**config.mk**
```make
export PLATFORM = sky130hd
export DESIGN_NAME = stack_ctrl
export DESIGN_NICKNAME = d
export VERILOG_FILES = /design/src/rtl/stack_ctrl_pkg.sv /design/src/rtl/stack_ctrl_timeout.sv /design/src/rtl/stack_ctrl.sv
export SDC_FILE = /design/constraint.sdc
export NUM_CORES = 1
export LEC_CHECK = 0
export ABC_AREA = 0
export CAP_MARGIN = 25
export CORE_MARGIN = 4
export CORE_UTILIZATION = 50
export CTS_BUF_LIST = sky130_fd_sc_hd__clkbuf_2 sky130_fd_sc_hd__clkbuf_4 sky130_fd_sc_hd__clkbuf_8
export DETAILED_ROUTE_END_ITERATION = 7
export DONT_BUFFER_PORTS = 1
export GPL_TIMING_DRIVEN = 0
export PLACE_DENSITY_LB_ADDON = 0.1
export REMOVE_ABC_BUFFERS = 1
export SKIP_LAST_GASP = 1
export SYNTH_ARGS = -nofsm -noshare
export SYNTH_HDL_FRONTEND = slang
export SYNTH_SLANG_ARGS = --single-unit
```
**constraint.sdc**
```tcl
create_clock -name clk -period 2.15 [get_ports clk]
set_input_delay 0.43 -clock clk [delete_from_list [all_inputs] [get_ports clk]]
set_output_delay 0.43 -clock clk [all_outputs]
set_load 0.03 [all_outputs]
```
**src/rtl/stack_ctrl_pkg.sv**
```systemverilog
// rtl/stack_ctrl_pkg.sv - shared types and op decode for the stack controller
//   stack_op_e    : decoded request operation (PUSH/POP/PEEK)
//   stack_err_e   : response status code carried on rsp_err
//   stack_state_e : sequencer states
package stack_ctrl_pkg;

  typedef enum logic [1:0] {
    OP_PUSH = 2'd0,
    OP_POP  = 2'd1,
    OP_PEEK = 2'd2
  } stack_op_e;

  typedef enum logic [1:0] {
    ERR_OK        = 2'd0,
    ERR_OVERFLOW  = 2'd1,
    ERR_UNDERFLOW = 2'd2,
    ERR_TIMEOUT   = 2'd3
  } stack_err_e;

  typedef enum logic [2:0] {
    ST_IDLE  = 3'd0,
    ST_DEC   = 3'd1,
    ST_WRITE = 3'd2,
    ST_READ  = 3'd3,
    ST_RESP  = 3'd4
  } stack_state_e;

  // The reserved encoding 3 behaves as PEEK.
  function automatic stack_op_e decode_op(input logic [1:0] raw);
    case (raw)
      2'd0:    return OP_PUSH;
      2'd1:    return OP_POP;
      default: return OP_PEEK;
    endcase
  endfunction

endpackage

```
**src/rtl/stack_ctrl_timeout.sv**
```systemverilog
// rtl/stack_ctrl_timeout.sv - saturating wait counter bounding memory accesses
//   clk, rst  : clock, synchronous active-high reset
//   clr_i     : hold the count at zero
//   en_i      : count one more cycle without acknowledge
//   expired_o : the current cycle is the last one allowed before timing out
module stack_ctrl_timeout #(
  parameter int unsigned TIMEOUT = 16
) (
  input  logic clk,
  input  logic rst,
  input  logic clr_i,
  input  logic en_i,
  output logic expired_o
);

  localparam int unsigned CW = $clog2(TIMEOUT + 1);

  logic [CW-1:0] count_q;

  always_ff @(posedge clk) begin
    if (rst || clr_i) begin
      count_q <= '0;
    end else if (en_i && (count_q != CW'(TIMEOUT))) begin
      count_q <= count_q + CW'(1);
    end
  end

  // count_q holds the number of unacknowledged cycles already spent, so the
  // wait ends after exactly TIMEOUT cycles when this cycle also goes unacked.
  assign expired_o = (count_q == CW'(TIMEOUT - 1));

endmodule

```
**src/rtl/stack_ctrl.sv**
```systemverilog
// rtl/stack_ctrl.sv - PUSH/POP/PEEK sequencer for a downward-growing stack
//   clk, rst                      : clock, synchronous active-high reset
//   req_valid/req_ready/req_op/req_data : request from the CPU control unit
//   rsp_valid/rsp_data/rsp_err    : one-cycle response pulse and status
//   sp_value                      : current SP from the SP register
//   sp_oe_a/sp_pre_dec/sp_post_inc : SP register strobes
//   mem_rd/mem_wr/mem_wdata/mem_rdata/mem_ack : memory port
module stack_ctrl
  import stack_ctrl_pkg::*;
#(
  parameter int unsigned     WORD        = 32,
  parameter logic [WORD-1:0] STACK_BASE  = 32'h0000_1000,
  parameter logic [WORD-1:0] STACK_LIMIT = 32'h0000_0800,
  parameter int unsigned     TIMEOUT     = 16
) (
  input  logic            clk,
  input  logic            rst,
  input  logic            req_valid,
  output logic            req_ready,
  input  logic [1:0]      req_op,
  input  logic [WORD-1:0] req_data,
  output logic            rsp_valid,
  output logic [WORD-1:0] rsp_data,
  output logic [1:0]      rsp_err,
  input  logic [WORD-1:0] sp_value,
  output logic            sp_oe_a,
  output logic            sp_pre_dec,
  output logic            sp_post_inc,
  output logic            mem_rd,
  output logic            mem_wr,
  output logic [WORD-1:0] mem_wdata,
  input  logic [WORD-1:0] mem_rdata,
  input  logic            mem_ack
);

  stack_state_e    state_q;
  stack_op_e       op_q;
  logic [WORD-1:0] data_q;

  logic            rsp_valid_q;
  stack_err_e      rsp_err_q;
  logic [WORD-1:0] rsp_data_q;
  logic            sp_oe_a_q;
  logic            sp_pre_dec_q;
  logic            sp_post_inc_q;
  logic            mem_rd_q;
  logic            mem_wr_q;
  logic [WORD-1:0] mem_wdata_q;

  stack_op_e req_op_dec;
  logic      waiting;
  logic      tmo_expired;

  assign req_op_dec = decode_op(req_op);
  assign waiting    = (state_q == ST_WRITE) || (state_q == ST_READ);

  // Held clear outside WRITE/READ, so every wait starts from zero.
  stack_ctrl_timeout #(
    .TIMEOUT (TIMEOUT)
  ) u_timeout (
    .clk       (clk),
    .rst       (rst),
    .clr_i     (!waiting),
    .en_i      (waiting && !mem_ack),
    .expired_o (tmo_expired)
  );

  always_ff @(posedge clk) begin
    if (rst) begin
      state_q       <= ST_IDLE;
      op_q          <= OP_PUSH;
      data_q        <= '0;
      rsp_valid_q   <= 1'b0;
      rsp_err_q     <= ERR_OK;
      rsp_data_q    <= '0;
      sp_oe_a_q     <= 1'b0;
      sp_pre_dec_q  <= 1'b0;
      sp_post_inc_q <= 1'b0;
      mem_rd_q      <= 1'b0;
      mem_wr_q      <= 1'b0;
      mem_wdata_q   <= '0;
    end else begin
      // Pulse-type outputs default low; each lives for a single cycle.
      rsp_valid_q   <= 1'b0;
      rsp_err_q     <= ERR_OK;
      rsp_data_q    <= '0;
      sp_pre_dec_q  <= 1'b0;
      sp_post_inc_q <= 1'b0;

      case (state_q)
        ST_IDLE: begin
          if (req_valid) begin
            op_q   <= req_op_dec;
            data_q <= req_data;
            if (req_op_dec == OP_PUSH) begin
              if (sp_value == STACK_LIMIT) begin
                state_q     <= ST_RESP;
                rsp_valid_q <= 1'b1;
                rsp_err_q   <= ERR_OVERFLOW;
              end else begin
                state_q      <= ST_DEC;
                sp_pre_dec_q <= 1'b1;
              end
            end else if (sp_value == STACK_BASE) begin
              state_q     <= ST_RESP;
              rsp_valid_q <= 1'b1;
              rsp_err_q   <= ERR_UNDERFLOW;
            end else begin
              state_q   <= ST_READ;
              sp_oe_a_q <= 1'b1;
              mem_rd_q  <= 1'b1;
            end
          end
        end

        ST_DEC: begin
          state_q     <= ST_WRITE;
          sp_oe_a_q   <= 1'b1;
          mem_wr_q    <= 1'b1;
          mem_wdata_q <= data_q;
        end

        ST_WRITE: begin
          // An ack on the last allowed cycle still completes the write.
          if (mem_ack || tmo_expired) begin
            state_q     <= ST_RESP;
            rsp_valid_q <= 1'b1;
            rsp_err_q   <= mem_ack ? ERR_OK : ERR_TIMEOUT;
            sp_oe_a_q   <= 1'b0;
            mem_wr_q    <= 1'b0;
            mem_wdata_q <= '0;
          end
        end

        ST_READ: begin
          if (mem_ack || tmo_expired) begin
            state_q     <= ST_RESP;
            rsp_valid_q <= 1'b1;
            sp_oe_a_q   <= 1'b0;
            mem_rd_q    <= 1'b0;
            if (mem_ack) begin
              rsp_data_q <= mem_rdata;
              // Raised at the ack edge so it never overlaps sp_oe_a; SP moves
              // at the end of the response cycle, after the address is used.
              sp_post_inc_q <= (op_q == OP_POP);
            end else begin
              rsp_err_q <= ERR_TIMEOUT;
            end
          end
        end

        ST_RESP: begin
          state_q <= ST_IDLE;
        end

        default: begin
          state_q <= ST_IDLE;
        end
      endcase
    end
  end

  assign req_ready   = (state_q == ST_IDLE);
  assign rsp_valid   = rsp_valid_q;
  assign rsp_err     = rsp_err_q;
  assign rsp_data    = rsp_data_q;
  assign sp_oe_a     = sp_oe_a_q;
  assign sp_pre_dec  = sp_pre_dec_q;
  assign sp_post_inc = sp_post_inc_q;
  assign mem_rd      = mem_rd_q;
  assign mem_wr      = mem_wr_q;
  assign mem_wdata   = mem_wdata_q;

endmodule

```
==> flow_summary.ini <==
[outcome]
outcome = finished clean

[floorplanning]
dieArea_sq_mm = 0.009266
start_util = 0.5258
die_x_um = 96.26
placement_rows = 31
core_sq_mm = 0.007408
pin_count = 175
die_h_um = 96.26

[job]
max-cap-violations = 0

[placed_design]
io_buffer_count = 0
hpwl_um = 6198
dpl_cell_area_sq_mm = 0.004000
gp_congestion = 0.8197

[route]
drt-total-wl_um = 9386
vias_per_cell = 5.459
drt.antenna.violating_nets = 0
wl_per_cell_um = 17.38
vias = 2948
drc_errors = 0
drtPass1Iterations = 4
drt_iter0_markers = 106

[timing]
finalCriticalPeriod_ps = 2004
max_freq_mhz = 499.1
finClkSkew_ps = 12.00
finalHoldViolCount = 0
setup_violations = 0
slew_violations = 0
rsz0062_at_grt = true
tns_ps = 0
period_share = 0.9320
worst_pin_slew_ps = 611.5
relSlewSlack = 0.5914

[worst_setup_path]
end_kind = register
cp-start-kind = register
crit_type = reg -> reg
critPathArrivalTime_ps = 2350
cp_max_fo = 14
crit_required_ps = 2490

[cts]
cts_made_buffers = 17
cts_tree = yes
path_clk_slew_ps = 70
worstSkewPairLatency_ps = 410
clockRootBuffer = clkbuf_8
postCtsHoldBufs = 0
cts_buffer_depth = 2
htree_num_levels = 4
clock-sinks = 114

[global_route]
grt_use_total = 0.1956
grt_pass1_wl_um = 13780
antenna_found_initial = 0
grt_max_degree = 73
overflow = 0
grt_pass1_vias = 2792

[yosys]
synth_edf_count = 0
async_flop_share = 0
yosysUniqueCellTypes = 39
syn_area_per_cell_sq_um = 9.208
synth_seq_cells = 114
syn-cell-area_sq_mm = 0.003895
synth_seq_area_share = 0.5859
yosys.area.top_type = dfxtp_1
synth_top_area_share = 0.5859
synth_ff_type = dfxtp_1
synth.area.top_cells = dfxtp_1 59%, nand2_1 7.3%, a22oi_1 6.2%, and2_1 5.5%, a21oi_1 4.8%
yosysWarnings = 0
synth_cells = 423

[finish]
final_area_sq_mm = 0.004538
fin_nets = 533
final_util = 0.6126
drive_above_1_share = 0.1247
syn2layout_area_growth_pct = 16.51
antenna_cells = 0

[pwr]
power_mw = 4.826
power.density_mw_per_mm2 = 1063
peakVddDrop_v = 0.0005624
leakagePower_nw = 1.669

[min_path]
min_path_type = in -> reg
## final timing paths
| path | endpoint | from | slack, ps | cells past startpoint |
|---|---|---|---|---|
| hold / removal | data_q[25] | rst | 90 | 1 |
| setup reg to reg | mem_wdata[31] | u_timeout.count_q[0] | 150 | 9 |
| setup / recovery | mem_wdata[31] | u_timeout.count_q[0] | 150 | 9 |
| hold reg to reg | sp_post_inc | op_q[1] | 430 | 1 |
## flip-flops by register name, summed over array words and instances, names as in the netlist
signal,cells
data_q,32
mem_rd,1
mem_wdata,32
mem_wr,1
op_q,2
rsp_data,32
rsp_err,2
rsp_valid,1
sp_oe_a,1
sp_post_inc,1
sp_pre_dec,1
state_q,3
u_timeout.count_q,5
## cell type report
type / instances / area [sq um]
clock inverters: 14 / 180.2
fillers: 655 / 2870
well taps: 99 / 123.9
clock buffers: 18 / 241.5
multi-input cells: 278 / 1525
inverters: 5 / 18.77
flip-flops and latches: 114 / 2283
repair buffers: 12 / 165.2
## metrics by stage
stage               hold WS, ps  std cells  setup WS [ps]
floorplan                 397.9        397         -681.3
global placement          416.1        496          -2411
detailed placement        417.7        500         -564.8
CTS                       56.29        532          33.34
global route              52.50        540         -12.03
finish                    87.12        540          146.3
## repair_timing
item | 4_1_cts | 5_1_grt
gates cloned | 0 | 2
pin swaps | 1 | 2
gates resized for setup | 3 | 4
setup endpoints to repair | 44 | 42
setup buffers | 0 | 6
## synth_stat cells, types with 2 or more instances
cell type,count
a21oi_1,37
nor4_1,7
o21ai_0,6
ha_1,3
nand3_1,4
o22ai_1,2
o32ai_1,2
nor3_1,3
xor2_1,2
clkbuf_1,17
buf_2,7
or2_2,2
inv_1,5
dfxtp_1,114
nand2b_1,2
and2_1,34
a22oi_1,32
nand4_1,2
nand2_1,76
nor2_1,46
o211ai_1,2
## logic make-up after synthesis
| kind of cell | synth area share |
|---|---|
| buffers and inverters | 0.03341 |
| DFF | 0.5859 |
| adders and majority gates | 0.009638 |
| AOI/OAI and AO/OA | 0.1397 |
| and+or+nand+nor | 0.2245 |
| xor gates and xnor gates | 0.006747 |
## layer usage
layer / vias to the layer above / routed length, um / global-route usage
li1: 1448 / - / -
met5: - / 0 / 0
met1: 1364 / 3717 / 0.2403
met4: 0 / 24 / 0.07464
met3: 2 / 1067 / 0.09695
met2: 134 / 4578 / 0.2933
## where the power goes
part | internal, mW | switching [mW]
Combinational | 0.186 | 0.263
Sequential | 2.20 | 0.118
Clock | 1.17 | 0.883
## worst max-delay path, cell delays in order (launching register included)
cell	delay [ps]
dfxtp_2	340
ha_1	210
and3_1	190
ha_1	240
or2_4	280
a31oi_4	180
buf_4	170
clkbuf_16	170
a22oi_1	70
nor2_1	110
## placed cells by master (no fill, tap or decap), drive strengths merged
master    instances
dfxtp           114
nand2            76
nor2             46
a21oi            37
and2             34
a22oi            32
clkbuf           20
buf              10
nor4              8
inv               8
o21ai             6
clkinvlp          5
nand3             4
ha                3
bufinv            3
clkinv            3
nor3              3
nand4             2
xor2              2
nand2b            2
o32ai             2
o211ai            2
o22ai             2
nor3b             2
or2               2
and3              1
nor2b             1
a31oi             1
nand4bb           1
xnor2             1
or3               1
o21a              1
o2111a            1
nor4b             1
a221oi            1
or3b              1
o311a             1
nand3b            1
Power figures use the tool's default switching activity.
